==> src/rtl/alu_seq.sv <==
// Multi-cycle sequencer in front of the 8-bit hmc-6502 ALU: drives operands, derives NZCV, registers results.
// Optional decimal ADC/SBC correction is enabled by defining ALU_SEQ_BCD_EN.
module alu_seq (
    input  logic       clk,
    input  logic       reset,
    input  logic       start,
    input  logic [3:0] op_sel,
    input  logic [7:0] operand_a,
    input  logic [7:0] operand_b,
    input  logic       c_flag,
    input  logic       d_flag,
    input  logic [7:0] alu_y,
    input  logic       alu_cout,
    output logic [7:0] alu_a,
    output logic [7:0] alu_b,
    output logic [3:0] alu_op,
    output logic       alu_cin,
    output logic       busy,
    output logic       done,
    output logic [7:0] result,
    output logic       result_we,
    output logic       n,
    output logic       z,
    output logic       c,
    output logic       v,
    output logic [3:0] flag_we
);

    localparam logic [3:0] OP_ADC = 4'h0;
    localparam logic [3:0] OP_SBC = 4'h1;
    localparam logic [3:0] OP_AND = 4'h2;
    localparam logic [3:0] OP_ORA = 4'h3;
    localparam logic [3:0] OP_EOR = 4'h4;
    localparam logic [3:0] OP_ASL = 4'h5;
    localparam logic [3:0] OP_LSR = 4'h6;
    localparam logic [3:0] OP_ROL = 4'h7;
    localparam logic [3:0] OP_ROR = 4'h8;
    localparam logic [3:0] OP_INC = 4'h9;
    localparam logic [3:0] OP_DEC = 4'hA;
    localparam logic [3:0] OP_CMP = 4'hB;
    localparam logic [3:0] OP_BIT = 4'hC;

    localparam logic [3:0] ALU_ADD = 4'd0;
    localparam logic [3:0] ALU_OR  = 4'd2;
    localparam logic [3:0] ALU_AND = 4'd3;
    localparam logic [3:0] ALU_EOR = 4'd4;
    localparam logic [3:0] ALU_INC = 4'd5;
    localparam logic [3:0] ALU_DEC = 4'd6;
    localparam logic [3:0] ALU_ASL = 4'd7;
    localparam logic [3:0] ALU_ROL = 4'd8;
    localparam logic [3:0] ALU_ROR = 4'd9;

    typedef enum logic [2:0] {IDLE, EXEC, ADJ_LO, ADJ_HI, DONE} state_t;

    state_t     state;
    logic [3:0] op_r;

    logic [7:0] drv_a;
    logic [7:0] drv_b;
    logic [3:0] drv_op;
    logic       drv_cin;
    logic [3:0] exec_we;
    logic       exec_rwe;
    logic       v_add;
    logic       exec_n;
    logic       exec_v;

    // ALU drive for the operation being accepted this cycle
    always_comb begin
        drv_a   = operand_a;
        drv_b   = 8'h00;
        drv_op  = ALU_ADD;
        drv_cin = 1'b0;
        case (op_sel)
            OP_ADC: begin drv_b = operand_b;  drv_cin = c_flag; end
            OP_SBC: begin drv_b = ~operand_b; drv_cin = c_flag; end
            OP_CMP: begin drv_b = ~operand_b; drv_cin = 1'b1;   end
            OP_AND: begin drv_b = operand_b;  drv_op = ALU_AND; end
            OP_ORA: begin drv_b = operand_b;  drv_op = ALU_OR;  end
            OP_EOR: begin drv_b = operand_b;  drv_op = ALU_EOR; end
            OP_BIT: begin drv_b = operand_b;  drv_op = ALU_AND; end
            OP_ASL: drv_op = ALU_ASL;
            OP_LSR: drv_op = ALU_ROR;
            OP_ROL: begin drv_op = ALU_ROL; drv_cin = c_flag; end
            OP_ROR: begin drv_op = ALU_ROR; drv_cin = c_flag; end
            OP_INC: begin drv_op = ALU_INC; drv_cin = 1'b1;   end
            OP_DEC: begin drv_op = ALU_DEC; drv_cin = 1'b1;   end
            default: drv_a = 8'h00;
        endcase
    end

    // Flags and write enables at the end of the binary pass
    always_comb begin
        exec_we  = 4'b0000;
        exec_rwe = 1'b0;
        v_add    = (alu_a[7] == alu_b[7]) && (alu_y[7] != alu_a[7]);
        exec_n   = (op_r == OP_BIT) ? alu_b[7] : alu_y[7];
        exec_v   = (op_r == OP_BIT) ? alu_b[6] : v_add;
        case (op_r)
            OP_ADC, OP_SBC: begin exec_we = 4'b1111; exec_rwe = 1'b1; end
            OP_AND, OP_ORA, OP_EOR, OP_INC, OP_DEC: begin exec_we = 4'b1100; exec_rwe = 1'b1; end
            OP_ASL, OP_LSR, OP_ROL, OP_ROR: begin exec_we = 4'b1110; exec_rwe = 1'b1; end
            OP_CMP: exec_we = 4'b1110;
            OP_BIT: exec_we = 4'b1101;
            default: ;
        endcase
    end

`ifdef ALU_SEQ_BCD_EN
    logic       d_r;
    logic       c_bin;
    logic       v_bin;
    logic       c_dec;
    logic       is_dec;
    logic       half;
    logic [7:0] lo_add;
    logic [7:0] hi_add;
    logic       hi_c;

    // Decimal correction constants; lo uses the binary pass, hi the lo-adjusted value
    always_comb begin
        is_dec = d_r && ((op_r == OP_ADC) || (op_r == OP_SBC));
        half   = (5'(alu_a[3:0]) + 5'(alu_b[3:0]) + 5'(alu_cin)) > 5'd15;
        hi_c   = c_bin;
        if (op_r == OP_ADC) begin
            lo_add = (half || (alu_y[3:0] > 4'd9)) ? 8'h06 : 8'h00;
            hi_c   = c_bin || alu_cout || (alu_y[7:4] > 4'd9);
            hi_add = hi_c ? 8'h60 : 8'h00;
        end else begin
            lo_add = half ? 8'h00 : 8'hFA;
            hi_add = c_bin ? 8'h00 : 8'hA0;
        end
    end
`else
    logic unused_d;
    assign unused_d = d_flag;
`endif

    always_ff @(posedge clk or posedge reset) begin
        if (reset) begin
            state     <= IDLE;
            op_r      <= 4'h0;
            alu_a     <= 8'h00;
            alu_b     <= 8'h00;
            alu_op    <= 4'h0;
            alu_cin   <= 1'b0;
            busy      <= 1'b0;
            done      <= 1'b0;
            result    <= 8'h00;
            result_we <= 1'b0;
            n         <= 1'b0;
            z         <= 1'b0;
            c         <= 1'b0;
            v         <= 1'b0;
            flag_we   <= 4'b0000;
`ifdef ALU_SEQ_BCD_EN
            d_r       <= 1'b0;
            c_bin     <= 1'b0;
            v_bin     <= 1'b0;
            c_dec     <= 1'b0;
`endif
        end else begin
            done      <= 1'b0;
            result_we <= 1'b0;
            flag_we   <= 4'b0000;
            case (state)
                IDLE, DONE: begin
                    if (start) begin
                        state   <= EXEC;
                        busy    <= 1'b1;
                        op_r    <= op_sel;
                        alu_a   <= drv_a;
                        alu_b   <= drv_b;
                        alu_op  <= drv_op;
                        alu_cin <= drv_cin;
`ifdef ALU_SEQ_BCD_EN
                        d_r     <= d_flag;
`endif
                    end else begin
                        state <= IDLE;
                    end
                end
                EXEC: begin
`ifdef ALU_SEQ_BCD_EN
                    if (is_dec) begin
                        state   <= ADJ_LO;
                        c_bin   <= alu_cout;
                        v_bin   <= v_add;
                        alu_a   <= alu_y;
                        alu_b   <= lo_add;
                        alu_op  <= ALU_ADD;
                        alu_cin <= 1'b0;
                    end else
`endif
                    begin
                        state     <= DONE;
                        busy      <= 1'b0;
                        done      <= 1'b1;
                        result    <= alu_y;
                        result_we <= exec_rwe;
                        n         <= exec_n;
                        z         <= (alu_y == 8'h00);
                        c         <= alu_cout;
                        v         <= exec_v;
                        flag_we   <= exec_we;
                        alu_a     <= 8'h00;
                        alu_b     <= 8'h00;
                        alu_op    <= 4'h0;
                        alu_cin   <= 1'b0;
                    end
                end
`ifdef ALU_SEQ_BCD_EN
                ADJ_LO: begin
                    state <= ADJ_HI;
                    c_dec <= hi_c;
                    alu_a <= alu_y;
                    alu_b <= hi_add;
                end
                ADJ_HI: begin
                    state     <= DONE;
                    busy      <= 1'b0;
                    done      <= 1'b1;
                    result    <= alu_y;
                    result_we <= 1'b1;
                    n         <= alu_y[7];
                    z         <= (alu_y == 8'h00);
                    c         <= c_dec;
                    v         <= v_bin;
                    flag_we   <= 4'b1111;
                    alu_a     <= 8'h00;
                    alu_b     <= 8'h00;
                    alu_op    <= 4'h0;
                    alu_cin   <= 1'b0;
                end
`endif
                default: state <= IDLE;
            endcase
        end
    end

endmodule

==> config.mk <==
export PLATFORM = sky130hd
export DESIGN_NAME = alu_seq
export DESIGN_NICKNAME = d
export VERILOG_FILES = /design/src/rtl/alu_seq.sv
export SDC_FILE = /design/constraint.sdc
export NUM_CORES = 1
export LEC_CHECK = 0
export CAP_MARGIN = 25
export CORE_AREA = 2 2 69 71
export DETAILED_ROUTE_END_ITERATION = 6
export DIE_AREA = 0 0 71 73
export PLACE_DENSITY = 0.9
export SLEW_MARGIN = 20
export SYNTH_ARGS = -nofsm -noshare
export SYNTH_HDL_FRONTEND = slang
export SYNTH_SLANG_ARGS = --single-unit
==> constraint.sdc <==
create_clock -name clk -period 3.4 [get_ports clk]
set_input_delay 1.02 -clock clk [delete_from_list [all_inputs] [get_ports clk]]
set_output_delay 1.02 -clock clk [all_outputs]
set_load 0.02 [all_outputs]
Yosys cells after proc, flatten, opt, wreduce, memory -nomap -nowiden
Cells that the tools add are included.
{"block": "word_totals", "register_bits": 47, "latch_bits": 0, "ramBits": 0, "rom_bits": 0, "out_inout_bits": 40, "word_cells": 88, "memories": 0}
{"block": "op_classes", "add_sub_neg": 0, "multipliers": 0, "div_mod_pow": 0, "order_cmp": 0, "eq_ne": 29, "shifts": 0, "muxes": 23, "n_bitwise": 1, "n_reduce_logical": 20}
{"op": "$pmux W8 S2", "n": 3}
{"op": "$eq A4 B4 Y1 const B", "n": 10}
{"op": "$eq A4 B3 Y1 const B", "n": 8}
{"op": "$pmux W4 S8", "n": 1}
{"op": "$mux W8", "n": 3}
{"op": "$eq A4 B2 Y1 const B", "n": 4}
{"op": "$pmux W4 S4", "n": 1}
{"op": "$reduce_or A5 Y1", "n": 3}
{"op": "$reduce_or A13 Y1", "n": 1}
{"op": "$reduce_or A11 Y1", "n": 1}
{"op": "$reduce_or A2 Y1", "n": 5}
{"op": "$eq A4 B1 Y1 const B", "n": 2}
{"op": "$logic_not A4 Y1", "n": 2}
{"op": "$logic_not A8 Y1", "n": 1}
{"op": "$mux W1", "n": 8}
{"op": "$mux W4", "n": 2}
{"op": "$not A8 Y8", "n": 1}
{"op": "$pmux W4 S2", "n": 1}
{"op": "$pmux W1 S2", "n": 3}
{"op": "$pmux W3 S2", "n": 1}
{"op": "$reduce_and A2 Y1", "n": 2}
{"op": "$reduce_or A4 Y1", "n": 1}
{"op": "$eq A3 B1 Y1 const B", "n": 1}
{"op": "$eq A3 B3 Y1 const B", "n": 1}
{"op": "7 further kinds", "n": 7}

Depth between registers and ports, before layout
Gate-level depths: netlist of run 1.
{"block": "depth", "word_depth": 5, "depth_mapped": 6, "mapped_depth_nobuf": 4}

Worst setup path before layout of run 1
OpenSTA, ideal clock, no wires.
{"block": "synth_timing", "path_kind": "input to register", "from": "input port op_sel[0]", "to": "register alu_a[0]", "arrival_ns": 1.713, "required_time_ns": 3.279, "path_slack_ns": 1.566, "path_stages": 4, "n_path_buf": 1, "cell_sequence": "buf_2 o21ai_0 o21a_4 a22o_1"}
{"block": "synth_via", "elab_chain_len": 5}
{"item": "start: declaration", "line": "7", "source": "input logic [3:0] op_sel,"}
{"item": "$eq A4 B4 Y1 (tied with other cells)", "line": "74", "source": "case (op_sel)"}
{"item": "$reduce_or A13 Y1 (no line) (*)"}
{"item": "$mux W8 (*)", "line": "74"}
{"item": "$mux W8 (*)", "line": "168", "source": "if (start) begin"}
{"item": "$pmux W8 S2 (*)", "line": "166", "source": "case (state)"}
{"item": "end signal: assignment", "line": "172", "source": "alu_a <= drv_a;"}
{"item": "end: declaration", "line": "14", "source": "output logic [7:0] alu_a,"}
Mark *: on every way between the ends. The rest lies on a longest branch, timed or not. The select of a mux whose other input is x is not followed.
A chain may end at the register's enable or synchronous reset.

Final worst setup path of run 1
{"block": "layout_timing", "from": "register alu_b[7]", "to": "output port alu_b[7]"}
{"item": "start: declaration", "line": "15", "source": "output logic [7:0] alu_b,"}
{"item": "start signal: assignment", "line": "173", "source": "alu_b <= drv_b;"}
No word-level cell between the ends.

==> impl_metrics.env, run 1 <==
export IMPL_h_tree_depth=2
export IMPL_place_area_sq_mm=0.002746
export IMPL_route_detailed_drc=0
export IMPL_worst_path_buf_inv=1
export IMPL_seq_area_frac_synth_pct=53.72
export IMPL_path_delay_family="buffers and inverters"
export IMPL_clock_skew_ns=0.006937
export IMPL_io_pins=74
export IMPL_r2r_end="alu_b[6]"
export IMPL_path_cells="clkdlybuf4s50_1"
export IMPL_tightest_slew_ns=0.8775
export IMPL_areaGrowthSynthToFinish_pct=39.44
export IMPL_fin_crit_ns=2.380
export IMPL_postCtsSetupRepairBufs=0
export IMPL_ys_ff_latch=44
export IMPL_start_kind="flop"
export IMPL_critical_path_class="flop to primary output"
export IMPL_synth_cell_types=43
export IMPL_final_core_util_pct=63.01
export IMPL_outcome="finished, final reports clean"
export IMPL_multi_input_area_sq_um=798.3
export IMPL_yosys_top_cells_area="dfrtp_1 54%, nand2_1 8.4%, nand3_1 4.6%"
export IMPL_cts_buffer_depth=2
export IMPL_seq_area_sq_mm=0.001101
export IMPL_p_leak_nw=1.294
export IMPL_final_layout_size_suffix_gt1_share_pct=7.011
export IMPL_place_ws_ns=0.7756
export IMPL_numCtsBuffers=5
export IMPL_cap_violations=0
export IMPL_antenna_cells=0
export IMPL_slew_headroom_pct=41.42
export IMPL_die_w_um=71
export IMPL_setup_ws_ns=1.020
export IMPL_hold_path_class="flop to flop"
export IMPL_gr_usage_all_layers_pct=19.37
export IMPL_avgSynthCellArea_sq_um=9.997
export IMPL_rows=25
export IMPL_wl_mm=4.509
export IMPL_hold_violations=0
export IMPL_yosys_area_top_type="dfrtp_1"
export IMPL_crit_path_end="alu_b[7]"
export IMPL_hold_slack_ns=0.4781
export IMPL_gr_total_overflow=0
export IMPL_syn_area_sq_mm=0.002049
export IMPL_drtIter0Drc=197
export IMPL_slowest_delay_ns=0.64
export IMPL_antenna_left=0
export IMPL_start_util_pct=45.19
export IMPL_via_count=1702
export IMPL_grt_pass1_vias=1655
export IMPL_startpoint="alu_b[7]"
export IMPL_reg2reg_from="state[0]"
export IMPL_syn_inst=205
export IMPL_port_buffer_count=72
export IMPL_clkSlewWorstSetupHoldPaths_ns=0.08
export IMPL_crit_slowest_cell="clkdlybuf4s50_1"
export IMPL_grt_max_degree=45
export IMPL_critPathArrivalTime_ns=1.36
export IMPL_viasPerCell=5.237
export IMPL_cts_tree="yes"
export IMPL_gp_congestion=0.7151
export IMPL_path_max_fanout=5
export IMPL_hpwlAfterDp_mm=3.138
export IMPL_grt_pass1_wl_mm=7.866
export IMPL_drt_pass1_iter_count=4
export IMPL_cts_resized_gates=0
export IMPL_synthesis_nets=239
export IMPL_r2r_setup_slack_ns=1.88
export IMPL_nets=304
export IMPL_crit_path_end_kind="primary output"
export IMPL_finalCritPeriodShare_pct=70.00
export IMPL_die_height_um=73
export IMPL_wl_per_cell_um=13.87
export IMPL_ir_drop_mv=0.2275
export IMPL_clock_sinks=44
export IMPL_nFillCells=386
export IMPL_antenna_found_initial=0
export IMPL_setup_viol=0
export IMPL_dieArea_sq_mm=0.005183
export IMPL_crit_required_ns=2.38
export IMPL_cts_root_buf="clkbuf_8"
export IMPL_clock_latency_ns=0.30
export IMPL_yosys_area_top_type_share_pct=53.72
export IMPL_core_sq_mm=0.004536
export IMPL_synth_warnings=0
export IMPL_drv_slew=0
export IMPL_powerDensity_mw_per_mm2=497.4
export IMPL_crit_cells=1
export IMPL_fin_area_sq_mm=0.002858
export IMPL_rsz0062_at_grt="no"
export IMPL_fmaxAchievable_mhz=420.1
export IMPL_r2r_cells=4
export IMPL_setup_tns_ns=0
export IMPL_hold_buffers=0
## per-layer routing
metal | vias to the layer above | routed length, um | global-route usage, %
li1 | 840 | - | -
met1 | 807 | 1961 | 25.56
met2 | 48 | 2256 | 30.63
met3 | 7 | 237 | 5.801
met4 | 0 | 53 | 6.709
met5 | - | 0 | 0
## registers in the layout, indices dropped and copies added (netlist names)
name / cells
c: 1
busy: 1
result: 8
flag_we: 3
z: 1
v: 1
alu_op: 4
n: 1
alu_a: 8
result_we: 1
alu_b: 8
state: 2
op_r: 4
alu_cin: 1
## synthesized netlist by cell type (all sizes together)
library cell,n
nand2,46
dfrtp,44
nand3,19
inv,13
buf,12
a22o,10
o211ai,8
a21oi,6
nor2,6
o21ai,5
nand2b,4
clkbuf,3
o21a,3
and3b,2
and4bb,2
mux2i,2
nor3,2
nor4,2
o2111ai,2
xnor2,2
a211oi,1
a21boi,1
a21o,1
a2bb2oi,1
a31oi,1
nand4,1
o21ba,1
o21bai,1
o2bb2ai,1
o31ai,1
o32ai,1
or2,1
## worst min-delay path by stage
stage / cells past startpoint / slack (ns) / startpoint / end
after floorplan: 1 / 0.51 / op_r[1] / flag_we[0]
after global placement: 2 / 0.46 / result[2] / result[2]
after detailed placement: 2 / 0.47 / result[3] / result[3]
after CTS: 2 / 0.49 / result[3] / result[3]
after global routing: 2 / 0.51 / result[4] / result[4]
final: 2 / 0.48 / result[7] / result[7]
## placed cells by master, fill, tap and decap left out, drive strengths merged, types with 2 or more instances in the layout
cell type and count:
nand2b 4, a21oi 6, nor3 2, o21ai 5, nand3 19, mux2i 2
dfrtp 44, xnor2 2, o211ai 8, nand2 46, o21a 3, and3b 2
a22o 10, inv 13, nor2 6, clkdlybuf4s50 72, nor4 2, clkbuf 5
and4bb 2, o2111ai 2
## cell type report
type	instances	area share (%)
clock inverter	3	1.489
timing repair buffer	73	25.48
multi-input combinational	133	27.93
inverter	13	1.795
clock buffer	5	2.408
tap	54	2.364
sequential	44	38.53
## kinds of logic (layout without fill, tap and decap cells)
| group | count (synthesis) | in the layout | share of synthesized area (%) |
|---|---|---|---|
| AO/OA/AOI/OAI | 44 | 44 | 16.42 |
| XOR/XNOR | 2 | 2 | 1.221 |
| buffers and inverters | 28 | 94 | 7.326 |
| flip-flops | 44 | 44 | 53.72 |
| multiplexers | 2 | 2 | 0.9768 |
| AND/OR/NAND/NOR | 85 | 85 | 20.33 |
## power breakdown
part	leakage [nW]	switching (mW)	internal [mW]	total, mW
clock network	0.0541	0.182	0.217	0.399
registers	0.562	0.0453	0.588	0.633
logic	0.678	0.198	0.191	0.389
total	1.29	0.425	0.997	1.42
## worst min-delay path, stage by stage, from the launching register on
cell and delay (ns):
dfrtp_1 0.35, nand2_1 0.05, nand2_1 0.05
## per-stage QoR
| stage | total power [mW] | instances |
|---|---|---|
| global route | 1.494 | 325 |
| CTS | 1.436 | 325 |
| finish | 1.421 | 325 |
| detailed placement | 1.035 | 317 |
| global placement | 1.025 | 317 |
| floorplan | 0.8520 | 205 |
(Power assumes the default switching activity.)
==> run 2: changes to the inputs <==
CORE_AREA = 2 2 75 77   (was 2 2 69 71)
DIE_AREA = 0 0 77 79   (was 0 0 71 73)
PLACE_DENSITY = 0.81   (was 0.9)
clock period = 2.1 ns   (was 3.4 ns; I/O delays follow)
==> run 2 against run 1 <==
Against the previous run: wire length rose by 0.22%; first-iteration DRC count fell by 48%; power grew 56%; cell count is 8.3% higher; setup slack worse by 0.90 ns; critical path depth did not move; global-route usage fell by 3.9 points.
==> impl_metrics.env, run 2 (synthesis gave the netlist of run 1 again) <==
export IMPL_outcome="finished, final reports clean"
export IMPL_path_cells="clkdlybuf4s50_1"
export IMPL_clkSlewWorstSetupHoldPaths_ns=0.08
export IMPL_antenna_cells=0
export IMPL_via_count=1689
export IMPL_final_cell_mix="72 x clkdlybuf4s50_1, 46 x nand2_1, 44 x dfrtp_1"
export IMPL_core_sq_mm=0.005338
export IMPL_clock_sinks=44
export IMPL_cap_violations=0
export IMPL_critPathArrivalTime_ns=1.35
export IMPL_use_met2_pct=26.58
export IMPL_setup_tns_ns=0
export IMPL_crit_required_ns=1.47
export IMPL_clock_skew_ns=0.005558
export IMPL_gr_usage_all_layers_pct=15.51
export IMPL_cts_buffer_depth=2
export IMPL_viasPerCell=4.798
export IMPL_final_common_cell="clkdlybuf4s50_1"
export IMPL_wl_per_cell_um=12.84
export IMPL_gp_congestion=0.7767
export IMPL_crit_slowest_cell="clkdlybuf4s50_1"
export IMPL_top_usage_layer="met2"
export IMPL_tightest_slew_ns=0.5070
export IMPL_setup_viol=0
export IMPL_met3_usage_pct=3.750
export IMPL_drtIter0Drc=103
export IMPL_cts_resized_gates=0
export IMPL_die_height_um=79
export IMPL_slowest_delay_ns=0.64
export IMPL_p_leak_nw=1.332
export IMPL_antenna_left=0
export IMPL_finalCritPeriodShare_pct=94.10
export IMPL_hold_path_class="flop to flop"
export IMPL_ir_drop_mv=0.4338
export IMPL_fmaxAchievable_mhz=506.0
export IMPL_path_delay_family="buffers and inverters"
export IMPL_grt_pass1_wl_mm=7.576
export IMPL_hold_buffers=0
export IMPL_hpwlAfterDp_mm=3.377
export IMPL_critical_path_class="flop to primary output"
export IMPL_cts_root_buf="clkbuf_8"
export IMPL_worst_path_buf_inv=1
export IMPL_port_buffer_count=72
export IMPL_nets=313
export IMPL_met1_usage_pct=19.54
export IMPL_nFillCells=496
export IMPL_cts_tree="yes"
export IMPL_gr_total_overflow=0
export IMPL_wl_mm=4.519
export IMPL_die_w_um=77
export IMPL_path_max_fanout=4
export IMPL_start_util_pct=38.40
export IMPL_postCtsSetupRepairBufs=0
export IMPL_clock_latency_ns=0.29
export IMPL_powerDensity_mw_per_mm2=754.4
export IMPL_final_core_util_pct=55.20
export IMPL_dieArea_sq_mm=0.006083
export IMPL_start_kind="flop"
export IMPL_numCtsBuffers=5
export IMPL_fin_crit_ns=1.976
export IMPL_grt_pass1_vias=1656
export IMPL_antenna_found_initial=0
export IMPL_rows=27
export IMPL_final_layout_size_suffix_gt1_share_pct=10.00
export IMPL_reg_top3="alu_a x8, alu_b x8, result x8"
export IMPL_hold_violations=0
export IMPL_grt_max_degree=30
export IMPL_slew_headroom_pct=66.16
export IMPL_io_pins=74
export IMPL_drv_slew=0
export IMPL_drt_pass1_iter_count=4
export IMPL_route_detailed_drc=0
export IMPL_h_tree_depth=2
export IMPL_areaGrowthSynthToFinish_pct=43.77
export IMPL_rsz0062_at_grt="no"
export IMPL_crit_path_end_kind="primary output"
[run 2: final timing paths]
check                           from   endpoint  slack, ns  depth (start not counted)
min                        result[1]  result[1]       0.48                          2
min reg2reg                result[1]  result[1]       0.48                          2
max reg2reg                 state[2]   alu_a[3]       0.74                          4
max in group asynchronous      reset          v       0.99                          3
min in group asynchronous      reset   alu_a[6]       0.64                          2
max                         alu_a[7]   alu_a[7]       0.12                          1
[run 2: final cells by class]
type | count | area [sq um] | share of cell area, %
Clock buffer | 6 | 82.58 | 2.803
Inverter | 13 | 51.30 | 1.741
Timing Repair Buffer | 82 | 808.3 | 27.43
Multi-Input combinational cell | 133 | 798.3 | 27.09
Clock inverter | 2 | 15.01 | 0.5096
Tap cell | 72 | 90.09 | 3.057
Sequential cell | 44 | 1101 | 37.37
[run 2: per-layer routing]
layer / up-vias / share of wire, %
li1: 851 / -
met1: 794 / 43
met2: 39 / 51
met3: 5 / 4.5
met4: 0 / 1.3
met5: - / 0
[run 2: metrics by stage]
step           std cells  worst slack [ns]  area, sq um  power [mW]  hold slack, ns
4_1_cts              352            0.1042         2947       2.248          0.4827
3_3_place_gp         344           0.08747         2849       1.681          0.4582
6_report             352            0.1238         2947       2.223          0.4797
5_1_grt              352           0.07238         2947       2.337          0.5156
3_5_place_dp         344           0.04300         2849       1.696          0.4622
2_1_floorplan        205            0.4389         2049       1.379          0.5137
[run 2: where the power goes]
group / total [mW] / switching (mW) / internal, mW
Clock: 0.552 / 0.286 / 0.266
Combinational: 0.646 / 0.322 / 0.324
Sequential: 1.02 / 0.0730 / 0.952
Total: 2.22 / 0.681 / 1.54
==> run 3: changes to the inputs <==
GPL_ROUTABILITY_DRIVEN = 0   (was not set)
==> results of run 3 <==
No change in the layout: final DEF, timing and power equal those of run 2.
